`src/rtl/video_cfg_ctrl.sv`:
```
// Frame-synchronous configuration controller: parses the MCU byte stream, forwards OSD
// frames and applies shadowed video/audio settings atomically at vertical sync.
module video_cfg_ctrl #(
    parameter logic [8:0] AUDIO_DIV_RESET = 9'd327,
    parameter int         VS_TIMEOUT_LOG2 = 21
) (
    input  logic       clk,
    input  logic       reset_n,
    input  logic       mcu_start,
    input  logic       mcu_strobe,
    input  logic [7:0] mcu_data,
    input  logic       vs_n,
    output logic       osd_start,
    output logic       osd_strobe,
    output logic [7:0] osd_data,
    output logic [1:0] system_scanlines,
    output logic [1:0] system_volume,
    output logic       system_wide_screen,
    output logic [8:0] audio_div,
    output logic       cfg_pending
);

    typedef enum logic [2:0] {S_IDLE, S_CMD, S_OSD, S_ADDR, S_DATA, S_IGNORE} state_t;

    localparam logic [VS_TIMEOUT_LOG2-1:0] WD_ONE = 1;

    state_t state, state_nxt, state_eff;

    logic       osd_start_d, osd_fwd, addr_load, sh_we, apply_cmd;
    logic       osd_cmd_pend_p1;
    logic [7:0] cmd_byte_p1;
    logic [2:0] addr;
    logic       vs_n_p1, vs_fall, wd_expire, apply;
    logic [VS_TIMEOUT_LOG2-1:0] wd;

    logic [1:0] sh_scanlines, sh_volume;
    logic       sh_wide;
    logic [8:0] sh_audio_div;

    // mcu_start overrides the current state so a start+strobe cycle decodes as a command
    assign state_eff = mcu_start ? S_CMD : state;

    always_ff @(posedge clk or negedge reset_n) begin
        if (!reset_n) state <= S_IDLE;
        else          state <= state_nxt;
    end

    always_comb begin
        state_nxt = state_eff;
        if (mcu_strobe) begin
            case (state_eff)
                S_CMD: begin
                    if (mcu_data[7:4] == 4'h4)  state_nxt = S_OSD;
                    else if (mcu_data == 8'h50) state_nxt = S_ADDR;
                    else                        state_nxt = S_IGNORE;
                end
                S_ADDR:  state_nxt = S_DATA;
                default: state_nxt = state_eff;
            endcase
        end
    end

    always_comb begin
        osd_start_d = mcu_strobe && (state_eff == S_CMD) && (mcu_data[7:4] == 4'h4);
        apply_cmd   = mcu_strobe && (state_eff == S_CMD) && (mcu_data == 8'h51);
        osd_fwd     = mcu_strobe && (state_eff == S_OSD);
        addr_load   = mcu_strobe && (state_eff == S_ADDR);
        sh_we       = mcu_strobe && (state_eff == S_DATA);
    end

    assign vs_fall   = vs_n_p1 && !vs_n;
    assign wd_expire = &wd;
    assign apply     = vs_fall || apply_cmd || (wd_expire && cfg_pending);

    // OSD path: start pulse first, the command byte follows one cycle later
    always_ff @(posedge clk or negedge reset_n) begin
        if (!reset_n) begin
            osd_start       <= 1'b0;
            osd_strobe      <= 1'b0;
            osd_data        <= 8'h00;
            osd_cmd_pend_p1 <= 1'b0;
            cmd_byte_p1     <= 8'h00;
        end else begin
            osd_start       <= osd_start_d;
            osd_cmd_pend_p1 <= osd_start_d;
            if (osd_start_d) cmd_byte_p1 <= mcu_data;
            osd_strobe      <= osd_fwd || osd_cmd_pend_p1;
            if (osd_fwd)              osd_data <= mcu_data;
            else if (osd_cmd_pend_p1) osd_data <= cmd_byte_p1;
        end
    end

    // Shadow capture and atomic apply; an apply in the same cycle as a write sees the old shadow
    always_ff @(posedge clk or negedge reset_n) begin
        if (!reset_n) begin
            addr               <= 3'd0;
            sh_scanlines       <= 2'd0;
            sh_volume          <= 2'd3;
            sh_wide            <= 1'b0;
            sh_audio_div       <= AUDIO_DIV_RESET;
            system_scanlines   <= 2'd0;
            system_volume      <= 2'd3;
            system_wide_screen <= 1'b0;
            audio_div          <= AUDIO_DIV_RESET;
            cfg_pending        <= 1'b0;
            vs_n_p1            <= 1'b1;
            wd                 <= '0;
        end else begin
            vs_n_p1 <= vs_n;
            if (addr_load)  addr <= mcu_data[2:0];
            else if (sh_we) addr <= addr + 3'd1;
            if (sh_we) begin
                case (addr)
                    3'd0:    sh_scanlines      <= mcu_data[1:0];
                    3'd1:    sh_volume         <= mcu_data[1:0];
                    3'd2:    sh_wide           <= mcu_data[0];
                    3'd3:    sh_audio_div[7:0] <= mcu_data;
                    3'd4:    sh_audio_div[8]   <= mcu_data[0];
                    default: ;
                endcase
            end
            if (apply) begin
                system_scanlines   <= sh_scanlines;
                system_volume      <= sh_volume;
                system_wide_screen <= sh_wide;
                audio_div          <= sh_audio_div;
            end
            if (sh_we)      cfg_pending <= 1'b1;
            else if (apply) cfg_pending <= 1'b0;
            if (vs_fall || apply) wd <= '0;
            else                  wd <= wd + WD_ONE;
        end
    end

endmodule

```
`config.mk`:
```
export PLATFORM = sky130hd
export DESIGN_NAME = video_cfg_ctrl
export DESIGN_NICKNAME = d
export VERILOG_FILES = /design/src/rtl/video_cfg_ctrl.sv
export SDC_FILE = /design/constraint.sdc
export NUM_CORES = 1
export LEC_CHECK = 0
export ABC_AREA = 1
export CORE_ASPECT_RATIO = 2
export CORE_MARGIN = 2
export CORE_UTILIZATION = 40
export CTS_CLUSTER_SIZE = 24
export DETAILED_ROUTE_END_ITERATION = 10
export SYNTH_ARGS = -nofsm -noshare
export SYNTH_HDL_FRONTEND = slang
export SYNTH_SLANG_ARGS = --single-unit
```
`constraint.sdc`:
```
create_clock -name clk -period 1.77 [get_ports clk]
set_input_delay 0.354 -clock clk [delete_from_list [all_inputs] [get_ports clk]]
set_output_delay 0.354 -clock clk [all_outputs]
set_load 0.01 [all_outputs]
```
==> results of run 1 <==
## metrics by stage
stage	instance area (sq um)	TNS [ns]	power, mW	hold slack [ns]
after detailed placement	4110	-1.77	2.68	0.266
after global placement	4110	-0.212	2.66	0.260
final	4400	0	4.32	0.448
after global routing	4400	0	4.54	0.464
after floorplan	3440	0	2.38	0.0584
after CTS	4380	0	4.36	0.445
## kinds of logic after synthesis
kind of cell | Yosys count | synth area share
AO/OA/AOI/OAI | 35 | 0.0575
XOR/XNOR | 15 | 0.0382
adder cells (fa/ha/maj) | 6 | 0.0218
buffers and inverters | 39 | 0.0492
flip-flops | 75 | 0.552
AND/OR/NAND/NOR | 221 | 0.282
## path summary, 6_finish.rpt
| kind | startpoint | to | slack [ns] | depth (start not counted) |
|---|---|---|---|---|
| setup / recovery | cfg_pending | cfg_pending | 0.16 | 1 |
| hold / removal | vs_n | vs_n_p1 | 0.45 | 1 |
| setup reg to reg | wd[0] | wd[14] | 0.19 | 9 |
| hold reg to reg | sh_audio_div[2] | audio_div[2] | 0.46 | 2 |
| max in group asynchronous | reset_n | audio_div[1] | 0.67 | 3 |
| min in group asynchronous | reset_n | addr[1] | 0.46 | 2 |
## synthesized netlist by cell type
cell type	count	area share
o21ai_0	12	0.017
nor2_2	5	0.0091
a21oi_1	10	0.015
xor2_1	9	0.023
nor3_1	1	0.0015
buf_4	3	0.0066
inv_2	3	0.0033
or2_2	1	0.0018
nand2_4	1	0.0033
ha_1	6	0.022
buf_1	1	0.0011
nand2_1	104	0.11
inv_1	24	0.026
nand4_1	17	0.031
nand2_2	3	0.0055
dfstp_2	15	0.11
dfrtp_1	60	0.44
xnor2_1	6	0.015
nand3_2	1	0.0029
nand3_1	29	0.042
o21bai_1	1	0.0022
clkinv_1	1	0.0011
buf_2	3	0.0044
nor2_4	1	0.0033
nor2_1	57	0.062
nand3_4	1	0.0051
clkbuf_1	3	0.0033
o21ai_1	4	0.0058
o211ai_1	8	0.017
buf_6	1	0.0033
## state kept, by name (all words and copies together), names as in the netlist, 2 cells and up
signal,count
audio_div,9
sh_volume,2
state,3
sh_scanlines,2
wd,21
addr,3
osd_data,8
sh_audio_div,9
system_scanlines,2
cmd_byte_p1,8
system_volume,2
## worst register-to-register path, delay by kind of cell (launching register included)
| family | cells | cell delay, ns |
|---|---|---|
| buffers and inverters | 1 | 0.15 |
| and+or+nand+nor | 7 | 0.74 |
| DFF | 1 | 0.40 |
| adders and majority gates | 1 | 0.16 |
## routing by layer
metal  routed length (microns)  global-route usage  up-vias
li1                          -                   -     1392
met1                      2900               0.184     1335
met2                      4300               0.331       51
met3                       225              0.0381       18
met4                       259              0.0948        0
met5                         0                   0        -
## cell type report
type                       count  area (sq um)
clock buffer                  10           229
clock inverter                 6          41.3
fill                         806          3890
inverter                      28           105
multi-input combinational    277          1380
sequential                    75          1900
tap                           98           123
timing repair buffer          62           619
## timing repair
action | in CTS | in global routing
setup buffers | 0 | 0
pin swaps | 0 | 2
hold buffers | 1 | 0
gates resized for setup | 5 | 4
endpoints found under the setup margin | 5 | 26
hold endpoints to repair | 15 | 0
## where the power goes
| part | leakage, nW | internal [mW] | switching, mW |
|---|---|---|---|
| combinational | 0.983 | 0.298 | 0.312 |
| clock | 0.137 | 0.950 | 0.711 |
| sequential | 0.960 | 1.91 | 0.133 |
==> summary.txt, run 1 <==
Worst setup path
  – Max FO, Critical Path: 3
  – Delay-heaviest family, CP: buffers and inverters
  – CP Launch Type: register
  – Worst path bufs/invs: 1
  – Worst path slowest cell: clkdlybuf4s50_1
  – Worst Path Required: 1.42 ns
  – Crit-path max cell delay: 0.55 ns
  – Crit-path cells: clkdlybuf4s50_1
  – CP arrival: about 1.3 ns
  – Critical path class: register to output pin
  – CP endpoint kind: output pin

Global routing
  – Initial antenna violation count: 0
  – Number of global-route vias before repair: around 2,800
  – Largest net degree at the start of global routing: 55
  – Grt total ovfl: 0
  – GRT Overall Usage: 0.179
  – Global-route wire length before repair: 12.9 mm

Logic synthesis
  – Synth warnings: 0
  – Synthesized area per cell: between 8 and 9 sq um
  – Count of cell types in the netlist: 30
  – Mapped Area: 3440 sq um
  – Synth Register Bits: 75
  – Sequential share of the synthesized area: 0.552
  – Post-Synthesis Cells: around 400
  – Syn_nets: 410

Clocking
  – Clk sinks: 75
  – Worst-path clk slew: roughly 0.06 ns
  – CTS H-Tree Depth: 3
  – CTS tree: built
  – CTS Buf Count: 9
  – Clk root buf: clkbuf_16
  – Worst skew pair latency: approximately 0.34 ns
  – CTS max path bufs: 2

Route
  – Via count: about 2,800
  – First-pass DRT Iterations: 4
  – Per-cell routed wire length: between 10 and 15 microns
  – Vias per inst: ~5.0
  – 1st-iter DRT viols: between 100 and 150
  – Antenna Nets Post-Route: 0
  – DRC: 0
  – WL final: between 7 and 8 mm

Finish
  – Antenna cells: 0
  – Synthesis-to-layout area growth: 28.0%
  – Final Net Count: 472
  – Final cell count without fillers: 556
  – Layout cells sized above 1: 0.157
  – Commonest cells after routing, fill and taps aside: nand2_1, dfrtp_1, nor2_1
  – Commonest non-fill, non-tap cell in the layout: nand2_1
  – Final core utilization: 0.530

Die
  – Initial Util: 0.414
  – Die Y: between 100 and 150 microns
  – Core Region: a little over 8000 sq um
  – Die area: approximately 9400 sq um
  – Die X: slightly below 70 microns
  – Ports: 38
  – Row count: 47

Timing
  – Least-Margin Pin Slew: 0.348 ns
  – Crit share post-route: 0.911
  – RSZ-0062 raised after global routing: no
  – Fin Clk Skew: approximately 0.0072 ns
  – Slew HR: 0.767
  – Max-slew violations: 0
  – Worst setup margin: around 0.16 ns
  – Tmin final: 1.61 ns
  – Fmax: roughly 620 MHz
  – Hold Fails Final Rpt: 0
  – Final setup vio count: 0

Job
  – Max_cap viols: 0

Placement
  – Detailed Place HPWL: 5.83 mm
  – DP Cell Count: approximately 540
  – Dpl ws: -0.0712 ns
  – GPL Wtd Cong: about 0.84
  – IO buf count: 37

Pwr
  – Leak pwr: between 2 and 2.5 nW
  – Max VDD drop: 0.546 mV
  – PwrDens: between 900 and 1000 nW/um^2

Status
  – Outcome: completed

Hold path
  – Hold Path Class: primary input to register
(Power assumes the default switching activity.)
==> run 2, diff against run 1 <==
SETUP_SLACK_MARGIN = 0.2   (was default)
==> summary.txt, run 2 (synthesis results as in run 1) <==
Die
  – Core Region: ~8300 sq um
  – Row count: 47
  – Die area: 9390 sq um
  – Initial Util: 0.414
  – Die Y: between 100 and 150 microns
  – Die X: between 60 and 70 microns
  – Ports: 38

Worst setup path
  – Worst Path Required: 1.42 ns
  – Critical path class: register to output pin
  – Critical path depth: 1
  – Worst path slowest cell: clkdlybuf4s50_1
  – CP endpoint kind: output pin
  – Crit-path max cell delay: 0.52 ns
  – Worst-case reg-to-reg path depth: 9
  – Delay-heaviest family, CP: buffers and inverters
  – Max FO, Critical Path: 1
  – CP arrival: roughly 1.2 ns
  – Crit-path cells: clkdlybuf4s50_1
  – R2R setup slack: between 0.2 and 0.3 ns
  – CP Launch Type: register
  – Worst path bufs/invs: 1

Clocking
  – Worst-path clk slew: ~0.06 ns
  – CTS H-Tree Depth: 3
  – CTS tree: built
  – CTS max path bufs: 2
  – CTS Buf Count: 9
  – Clk sinks: between 70 and 80
  – Worst skew pair latency: about 0.34 ns
  – Clk root buf: clkbuf_16

Pwr
  – Leak pwr: between 2 and 2.5 nW
  – PwrDens: between 900 and 1000 nW/um^2
  – Final Power: 4.37 mW
  – Max VDD drop: about 0.55 mV

Global routing
  – Grt total ovfl: 0
  – Largest net degree at the start of global routing: 55
  – Number of global-route vias before repair: 2,808
  – Initial antenna violation count: 0
  – Global-route wire length before repair: around 13 mm
  – GRT Overall Usage: 0.179

Route
  – DRC: 0
  – WL final: between 8 and 9 mm
  – Via count: around 2,900
  – First-pass DRT Iterations: 4
  – Vias per inst: a little over 5
  – Per-cell routed wire length: roughly 14 microns
  – 1st-iter DRT viols: 80
  – Antenna Nets Post-Route: 0

Finish
  – Antenna cells: 0
  – Largest registers: wd: 21 flops, audio_div: 9 flops, sh_audio_div: 9 flops
  – Filler cells: a little under 800
  – Max FFs per register: 21
  – Final Net Count: 479
  – Commonest cells after routing, fill and taps aside: nand2_1, dfrtp_1, nor2_1
  – Largest reg by FF count: wd
  – Layout cells sized above 1: 0.217
  – Final core utilization: 0.551
  – Commonest non-fill, non-tap cell in the layout: nand2_1
  – Synthesis-to-layout area growth: 32.9%
  – Final cell count without fillers: ~560

Placement
  – Detailed Place HPWL: just under 6 mm
  – IO buf count: 37
  – DP Cell Count: about 540
  – GPL Wtd Cong: about 0.84

Timing
  – Tmin final: about 1.5 ns
  – Fin Clk Skew: approximately 0.0071 ns
  – Fmax: approximately 660 MHz
  – Hold slack final: approximately 0.45 ns
  – Max-slew violations: 0
  – Slew HR: 0.797
  – RSZ-0062 raised after global routing: yes
  – Hold Fails Final Rpt: 0
  – Least-Margin Pin Slew: between 0.3 and 0.4 ns
  – Crit share post-route: 0.862
  – Final setup vio count: 0

Hold path
  – Hold Path Cell Cnt: 1
  – Hold Path Class: primary input to register

Job
  – Max_cap viols: 0

Status
  – Outcome: completed
==> run 2: cell types whose count changed in the layout (fill, tap and decap cells not counted), sizes merged <==
cell / delta
buf: +5
clkbuf: +2
clkdlybuf4s50: -17
dlygate4sd2: +19
dlymetal6s2s: -2
==> run 2: what timing repair did <==
item,CTS,global route
pin swaps,3,8
endpoints found under the setup margin,58,51
hold buffers,1,0
setup buffers,3,2
cloned,0,2
resized for setup,25,35
hold endpoints to repair,15,0
==> run 2: worst reg2reg max path, cell delays in order (launching register included) <==
cell,delay [ns]
dfrtp_1,0.39
ha_4,0.17
nand2_4,0.05
nor2_4,0.10
nand2_2,0.09
nor2_4,0.14
nand2_4,0.08
nand3_4,0.15
clkbuf_16,0.20
nor2_2,0.04
==> run 2: metrics by stage <==
step                      area, sq um  TNS [ns]  worst slack, ns
after floorplan                  3440         0            0.301
after global placement           4110    -0.212          -0.0356
after detailed placement         4110     -1.77          -0.0712
after CTS                        4380         0            0.200
after global routing             4570         0            0.155
final                            4570         0            0.244
==> run 2: report_power, final <==
| part | internal, mW | leakage [nW] | switching (mW) |
|---|---|---|---|
| Clock | 0.950 | 0.137 | 0.711 |
| Sequential | 1.91 | 0.960 | 0.140 |
| Combinational | 0.307 | 1.13 | 0.349 |
==> run 2: worst paths after layout <==
path	startpoint	to
worst max-delay path	osd_strobe	osd_strobe
worst min-delay path	vs_n	vs_n_p1
worst max register to register	wd[1]	wd[3]
worst min register to register	sh_audio_div[2]	audio_div[2]
max in group asynchronous	reset_n	audio_div[1]
min in group asynchronous	reset_n	addr[1]
==> run 2: layer usage <==
metal	global-route usage	wire length (microns)	up-vias
met5	0	0	-
met4	0.0948	278	0
met3	0.0381	245	20
met2	0.333	4560	56
met1	0.185	2940	1367
li1	-	-	1408
==> run 2: cell type report <==
type                            instances  area [sq um]  share of cell area
Tap cell                               98           123              0.0268
Clock buffer                           10           229              0.0501
Timing Repair Buffer                   69           678               0.148
Sequential cell                        75          1900               0.415
Clock inverter                          6          41.3             0.00904
Inverter                               28           105              0.0230
Multi-Input combinational cell        277          1500               0.327
==> run 3, diff against run 2 <==
CORE_ASPECT_RATIO = 1.5   (was 2)
==> summary.txt, run 3 (synthesis results as in run 1) <==
Route
  – DRC: 0
  – Vias per inst: roughly 5
  – Via count: about 2,900
  – Per-cell routed wire length: 14.1 microns
  – WL final: between 8 and 9 mm
  – First-pass DRT Iterations: 5
  – 1st-iter DRT viols: roughly 160
  – Antenna Nets Post-Route: 0

Timing
  – Hold Fails Final Rpt: 0
  – Fin Clk Skew: between 0.006 and 0.007 ns
  – Hold slack final: 0.456 ns
  – Least-Margin Pin Slew: about 0.42 ns
  – Crit share post-route: 0.892
  – Final setup vio count: 0
  – Tmin final: around 1.6 ns
  – Slew HR: 0.722
  – Max-slew violations: 0
  – Worst setup margin: about 0.19 ns
  – TNS Setup: 0 ns
  – Fmax: around 630 MHz
  – RSZ-0062 raised after global routing: yes

Worst setup path
  – Max FO, Critical Path: 5
  – Worst Path Required: around 2.0 ns
  – CP arrival: around 1.8 ns
  – Worst path bufs/invs: 1
  – Delay-heaviest family, CP: simple AND/OR/NAND/NOR gates
  – Crit-path max cell delay: roughly 0.37 ns
  – Critical path class: register to register
  – CP endpoint kind: register
  – Worst path slowest cell: dfrtp_1
  – Crit-path cells: ha_2 -> nand2_2 -> nor2_4 -> nand2_2 -> nor2_4 -> nand2_4 -> nand3_4 -> clkbuf_16 -> nor2_2
  – CP Launch Type: register

Job
  – Max_cap viols: 0

Pwr
  – Final Power: approximately 4.4 mW
  – Max VDD drop: roughly 0.53 mV
  – PwrDens: 973 nW/um^2
  – Leak pwr: between 2 and 2.5 nW

Finish
  – Largest registers: wd: 21 flops, audio_div: 9 flops, sh_audio_div: 9 flops
  – Max FFs per register: 21
  – Synthesis-to-layout area growth: 32.2%
  – Layout cells sized above 1: 0.212
  – Final core utilization: 0.543
  – Final cell count without fillers: between 500 and 600
  – Commonest non-fill, non-tap cell in the layout: nand2_1
  – Antenna cells: 0
  – Final Net Count: just under 500
  – Finished Cell Area: about 4500 sq um
  – Commonest cells after routing, fill and taps aside: nand2_1, dfrtp_1, nor2_1
  – Largest reg by FF count: wd

Clocking
  – Worst skew pair latency: between 0.3 and 0.4 ns
  – CTS Buf Count: 9
  – Clk root buf: clkbuf_16
  – CTS max path bufs: 2
  – Worst-path clk slew: approximately 0.060 ns
  – Clk sinks: 75
  – CTS tree: built
  – CTS H-Tree Depth: 3

Global routing
  – Largest net degree at the start of global routing: 35
  – Global-route wire length before repair: about 13 mm
  – Number of global-route vias before repair: 2,858
  – Initial antenna violation count: 0
  – GRT Overall Usage: 0.183
  – Grt total ovfl: 0

Die
  – Row count: slightly above 40
  – Die Y: about 120 microns
  – Initial Util: 0.411
  – Die X: around 80 microns
  – Ports: 38
  – Core Region: around 8400 sq um
  – Die area: approximately 9400 sq um

Status
  – Outcome: completed

Placement
  – Post-DP Area: just over 4000 sq um
  – Detailed Place HPWL: ~5.7 mm
  – DP Cell Count: 549
  – IO buf count: 37
  – Dpl ws: -0.0620 ns
  – GPL Wtd Cong: 0.854

Hold path
  – Hold Path Class: primary input to register
-- run 3: cell count changes in the layout (fill, tap and decap cells not counted), moves of 2 or more --
cell,delta
nand2_4,-3
clkinv_2,-2
buf_6,+4
nor2_2,+3
nand2_1,+4
nor2_4,-4
-- run 3: what timing repair did --
| action | 4_1_cts | 5_1_grt |
|---|---|---|
| hold buffers | 1 | 0 |
| gates cloned | 0 | 3 |
| setup buffers | 2 | 4 |
| hold endpoints to repair | 20 | 0 |
| resized for setup | 25 | 24 |
| pin swaps | 1 | 8 |
| endpoints found under the setup margin | 60 | 50 |
-- run 3: final cells by class --
type	count	area, sq um
Inverter	28	105
Tap cell	107	134
Fill cell	780	3820
Clock buffer	10	239
Clock inverter	6	47.5
Timing Repair Buffer	72	686
Sequential cell	75	1900
Multi-Input combinational cell	277	1430
-- run 3: path summary, 6_finish.rpt --
check	startpoint	to	slack, ns	depth (start not counted)
setup reg to reg	wd[1]	wd[10]	0.19	9
hold reg to reg	sh_volume[0]	system_volume[0]	0.46	2
hold / removal	vs_n	vs_n_p1	0.46	1
setup / recovery	wd[1]	wd[10]	0.19	9
max in group asynchronous	reset_n	vs_n_p1	0.66	3
min in group asynchronous	reset_n	sh_wide	0.52	2
-- run 3: layer usage --
layer  up-vias  part of all wire  track usage
met5         -                 0            0
met2        62              0.53        0.308
met3        19             0.036       0.0383
li1       1415                 -            -
met1      1386              0.40        0.214
met4         0             0.034       0.0970
-- run 3: worst reg2reg max path: cells and delay by family, from the launching register on --
family	cells	cell delay (ns)
fa+ha+maj	1	0.22
buf+inv	1	0.18
flops	1	0.37
simple gates	7	0.68
-- run 3: power by group --
part	leakage (nW)	internal, mW	switching (mW)
registers	0.960	1.91	0.134
clock network	0.139	0.999	0.742
logic	1.11	0.293	0.339
total	2.21	3.20	1.22
